<file path="src/rtl/cmd_dispatcher_pkg.sv">
// cmd_dispatcher_pkg: shared opcodes, dispatcher state encodings and FIFO entry width
package cmd_dispatcher_pkg;
  localparam logic [1:0] OPCODE_ENCRYPT = 2'd0;
  localparam logic [1:0] OPCODE_DECRYPT = 2'd1;
  localparam logic [1:0] OPCODE_ADD     = 2'd2;
  localparam logic [1:0] OPCODE_MULT    = 2'd3;
  typedef enum logic [1:0] {ST_IDLE, ST_ISSUE, ST_SETTLE, ST_BUSY} state_t;
  function automatic int entry_width(input int aw);
    return 2 + 3 * aw;
  endfunction
endpackage

</file>
<file path="src/rtl/cmd_dispatcher_fifo.sv">
// cmd_fifo: parameterised synchronous FIFO with wrapping pointers, head data, count and full
module cmd_fifo #(
  parameter int WIDTH     = 32,
  parameter int DEPTH     = 4,
  parameter int PTR_WIDTH = 2
) (
  input  logic                 clk,
  input  logic                 rst_n,
  input  logic                 push,
  input  logic                 pop,
  input  logic [WIDTH-1:0]     din,
  output logic [WIDTH-1:0]     head,
  output logic [PTR_WIDTH:0]   count,
  output logic                 full
);
  logic [WIDTH-1:0] mem [DEPTH];
  logic [PTR_WIDTH-1:0] wr_ptr, rd_ptr;
  assign head = mem[rd_ptr];
  assign full = count == (PTR_WIDTH+1)'(DEPTH);
  always_ff @(posedge clk)
    if (push) mem[wr_ptr] <= din;
  always_ff @(posedge clk)
    if (!rst_n) begin
      wr_ptr <= '0;
      rd_ptr <= '0;
      count  <= '0;
    end else begin
      wr_ptr <= push ? wr_ptr + PTR_WIDTH'(1) : wr_ptr;
      rd_ptr <= pop ? rd_ptr + PTR_WIDTH'(1) : rd_ptr;
      count  <= count + (PTR_WIDTH+1)'(push) - (PTR_WIDTH+1)'(pop);
    end
endmodule

</file>
<file path="src/rtl/cmd_dispatcher.sv">
// cmd_dispatcher: buffers host commands and issues them one at a time to the controller (optional DISPATCH_TIMEOUT_EN)
module cmd_dispatcher
  import cmd_dispatcher_pkg::*;
#(
  parameter int ADDR_WIDTH     = 10,
  parameter int FIFO_DEPTH     = 4,
  parameter int FIFO_PTR_WIDTH = 2,
  parameter int TIMEOUT_CYCLES = 256,
  parameter int TIMEOUT_WIDTH  = 9
) (
  input  logic                      clk,
  input  logic                      rst_n,
  input  logic                      cmd_valid,
  output logic                      cmd_ready,
  input  logic [1:0]                cmd_opcode,
  input  logic [ADDR_WIDTH-1:0]     cmd_op1_addr,
  input  logic [ADDR_WIDTH-1:0]     cmd_op2_addr,
  input  logic [ADDR_WIDTH-1:0]     cmd_out_addr,
  output logic                      config_en,
  output logic [1:0]                opcode,
  output logic [ADDR_WIDTH-1:0]     op1_base_addr,
  output logic [ADDR_WIDTH-1:0]     op2_base_addr,
  output logic [ADDR_WIDTH-1:0]     out_base_addr,
  input  logic                      ctrl_done,
  output logic                      busy,
  output logic [FIFO_PTR_WIDTH:0]   fifo_count,
  output logic                      retire,
  output logic [7:0]                retire_count,
  output logic                      timeout_err
);
  localparam int EW = entry_width(ADDR_WIDTH);
  state_t state;
  logic [EW-1:0] head;
  logic full, empty, pop, fin, to_hit;
  cmd_fifo #(.WIDTH(EW), .DEPTH(FIFO_DEPTH), .PTR_WIDTH(FIFO_PTR_WIDTH)) u_fifo (
    .clk   (clk),
    .rst_n (rst_n),
    .push  (cmd_valid && cmd_ready),
    .pop   (pop),
    .din   ({cmd_opcode, cmd_op1_addr, cmd_op2_addr, cmd_out_addr}),
    .head  (head),
    .count (fifo_count),
    .full  (full)
  );
  assign cmd_ready = !full;
  assign empty     = fifo_count == '0;
  assign busy      = state != ST_IDLE;
  assign fin       = state == ST_BUSY && (ctrl_done || to_hit);
  assign pop       = !empty && (state == ST_IDLE || fin);
`ifdef DISPATCH_TIMEOUT_EN
  logic [TIMEOUT_WIDTH-1:0] tcnt;
  assign to_hit = !ctrl_done && tcnt == TIMEOUT_WIDTH'(TIMEOUT_CYCLES - 1);
  always_ff @(posedge clk)
    if (!rst_n) begin
      tcnt        <= '0;
      timeout_err <= 1'b0;
    end else begin
      tcnt        <= state == ST_BUSY ? tcnt + TIMEOUT_WIDTH'(1) : '0;
      timeout_err <= timeout_err || (state == ST_BUSY && to_hit);
    end
`else
  logic [TIMEOUT_WIDTH-1:0] unused_timeout;
  assign unused_timeout = TIMEOUT_WIDTH'(TIMEOUT_CYCLES);
  assign to_hit         = 1'b0;
  assign timeout_err    = 1'b0;
`endif
  always_ff @(posedge clk)
    if (!rst_n) begin
      state         <= ST_IDLE;
      config_en     <= 1'b0;
      retire        <= 1'b0;
      retire_count  <= '0;
      opcode        <= '0;
      op1_base_addr <= '0;
      op2_base_addr <= '0;
      out_base_addr <= '0;
    end else begin
      state        <= pop ? ST_ISSUE :
                      state == ST_ISSUE  ? ST_SETTLE :
                      state == ST_SETTLE ? ST_BUSY :
                      fin ? ST_IDLE : state;
      config_en    <= pop;
      retire       <= fin;
      retire_count <= fin ? retire_count + 8'd1 : retire_count;
      if (pop) {opcode, op1_base_addr, op2_base_addr, out_base_addr} <= head;
    end
endmodule

</file>
<file path="config.mk">
export PLATFORM = sky130hd
export DESIGN_NAME = cmd_dispatcher
export DESIGN_NICKNAME = d
export VERILOG_FILES = /design/src/rtl/cmd_dispatcher_pkg.sv /design/src/rtl/cmd_dispatcher_fifo.sv /design/src/rtl/cmd_dispatcher.sv
export SDC_FILE = /design/constraint.sdc
export NUM_CORES = 1
export LEC_CHECK = 0
export ABC_AREA = 1
export CORE_AREA = 2 2 144 146
export DETAILED_ROUTE_END_ITERATION = 8
export DIE_AREA = 0 0 146 148
export PLACE_DENSITY_LB_ADDON = 0.2
export SYNTH_ARGS = -nofsm -noshare
export SYNTH_HDL_FRONTEND = slang
export SYNTH_HIERARCHICAL = 1
export SYNTH_SLANG_ARGS = --single-unit
</file>
<file path="constraint.sdc">
create_clock -name clk -period 4.13 [get_ports clk]
set_input_delay 0.826 -clock clk [delete_from_list [all_inputs] [get_ports clk]]
set_output_delay 0.826 -clock clk [all_outputs]
set_load 0.05 [all_outputs]
</file>
==> qor.yml <==
crit_path_start_kind: "register"
synth_area_leaders: "edfxtp_1 53%, dfxtp_1 15%, nand2_1 7.5%, inv_1 5.3%, o211ai_1 3.3%"
netlist.area_leader.share_pct: 52.6
area_growth_pct: 20.8
clk_path_buf_depth: 2
fin_crit_ns: 2.86
grt_use_met3_pct: 4.10
port_buffers: 82
fmax_mhz: 350
power_density_mw_per_mm2: 650
crit_chain: "inv_1 -> ha_1 -> inv_1 -> clkdlybuf4s50_1"
viasPerCell: 4.54
synth-edff-count: 128
wl_per_cell_um: 13.7
pre_cts_ws_ns: 1.22
grt_use_total_pct: 13.4
tns_ns: 0
hold_buffers: 0
vdd_drop_max_mv: 0.262
yosysSeqAreaShare_pct: 67.1
grt_pass1_vias: 4372
root_buffer: "clkbuf_16"
drtIter0Drc: 186
finalClockSkew_ns: 0.00867
totalWireLength_mm: 13.9
slowest_delay_ns: 0.82
antenna_found_initial: 0
synthFlopType: "edfxtp_1"
fin_ws_ns: 1.27
placed_area_mm2: 0.00823
layout.nets: 783
yosysMostFrequentCell: "nand2_1"
synth.distinct_cells: 27
grt_max_degree: 129
gp_congestion: 0.700
initial_utilization_pct: 36.5
worstMarginPinSlew_ns: 1.19
cts_resized: 0
multiInputGateArea_mm2: 0.00176
crit_fanout: 4
whs_ns: 0.460
detailroute.via_count: 4621
rsz0062_at_grt: "false"
cts_sinks: 181
cts_tree: "done"
synth_area_per_cell_um2: 11.0
dp_hpwl_mm: 8.26
crit_required_ns: 3.30
seqCellArea_mm2: 0.00491
ys_ff_latch: 181
drv_cap: 0
chipHeight_um: 148
grt_use_met2_pct: 23.1
grt_pass1_wl_mm: 22.2
power_mw: 5.74
numCtsBuffers: 17
cpMostUsedCell: "inv_1"
setup_viol: 0
first_pass_iters: 5
leakage_nw: 3.48
drc: 0
syn-num-nets: 712
finalCritPeriodShare_pct: 69.2
postLayoutCoreUtil_pct: 44.1
drive_above_1_share_pct: 7.09
fin_cells: 1018
cts_setup_buffers: 0
met1_usage_pct: 16.0
io_pins: 84
synthCells: 664
die_width_um: 146
hold_violations: 0
crit_slowest_cell: "clkdlybuf4s50_1"
min_path_type: "register to register"
slew_headroom_pct: 20.9
n_fill_cell: 1874
ant_nets: 0
status: "complete, no violations"
clk_pin_slew_worst_paths_ns: 0.07
insertion_delay_ns: 0.42
path_class: "register to output port"
critPathTopFamily: "buffers and inverters"
slew_viol_final: 0
yosys_warnings: 6
synth.top_cells.by_count: "146 x nand2_1, 128 x edfxtp_1, 103 x inv_1"
htree_levels: 4
grt-ovfl-total: 0
grt-busiest-layer: "met2"
rows: 52
netlist_area_mm2: 0.00731
diodes: 0
placed_cells: 986
dieArea_mm2: 0.0216
final_area_mm2: 0.00883
async_reset_ff_share_pct: 0
yosys.area.top_type: "edfxtp_1"
worst-path-buf-inv: 3
end_kind: "output port"
arrival_ns: 2.03
core_mm2: 0.0200
==> power breakdown <==
part	total, mW	internal (mW)	leakage (nW)	switching [mW]
logic	1.67	0.537	1.60	1.14
clock network	1.62	0.967	0.276	0.655
registers	2.44	2.23	1.61	0.219
==> final timing paths <==
kind,startpoint,end,slack [ns],depth (start not counted)
max,state[0],busy,1.27,4
min reg2reg,u_fifo/rd_ptr[1],register,0.46,2
max reg2reg,state[0],u_fifo/count[2],1.90,15
min,u_fifo/rd_ptr[1],register,0.46,2
==> layer usage <==
metal	share of wire (%)	wire length [um]
met3	4.7	651
met5	0	0
met1	44	6140
met2	50	6990
met4	1.0	140
==> layout by cell type (no fill, tap or decap), drive strengths merged, types with 20 or more instances in the layout <==
| cell type | synthesis | final |
|---|---|---|
| a21oi | 42 | 42 |
| o21ai | 39 | 39 |
| inv | 104 | 105 |
| nand3 | 38 | 38 |
| clkdlybuf4s50 | 0 | 81 |
| clkbuf | 4 | 20 |
| nand2 | 158 | 158 |
| o211ai | 32 | 32 |
| dfxtp | 53 | 53 |
| edfxtp | 128 | 128 |
==> final cells by class <==
| cell class | instances | area share, % |
|---|---|---|
| tap | 270 | 3.82 |
| clock buffer | 20 | 5.06 |
| clock inverter | 12 | 1.74 |
| inverter | 104 | 4.42 |
| multi-input combinational | 346 | 19.9 |
| sequential | 181 | 55.6 |
| timing repair buffer | 85 | 9.49 |
==> worst register-to-register path, stage by stage, from the launching register on <==
cell and delay (ns):
dfxtp_1 0.39, inv_1 0.09, ha_1 0.20, inv_1 0.12, nand2_4 0.07, nand2_4 0.06
inv_1 0.07, ha_1 0.30, inv_1 0.06, ha_1 0.13, inv_1 0.05, fa_1 0.35
inv_1 0.08, nand3_1 0.08, nand2_1 0.06, nor2_1 0.04
==> registers in the layout, indices dropped and copies added (netlist names), 2 cells and up, named ones only <==
register / count
op1_base_addr: 10
op2_base_addr: 10
opcode: 2
out_base_addr: 10
retire_count: 8
state: 2
u_fifo/count: 3
u_fifo/mem: 128
u_fifo/rd_ptr: 2
u_fifo/wr_ptr: 2
==> logic make-up (layout without fill, tap and decap cells) <==
group | count (synthesis) | after routing | synth area share, %
other cells | 1 | 1 | 0.0513
buf+inv | 137 | 221 | 8.91
flops | 181 | 181 | 67.1
fa+ha+maj | 12 | 12 | 2.16
simple gates | 219 | 219 | 12.9
compound gates | 114 | 114 | 8.93
Power figures use the tool's default switching activity.
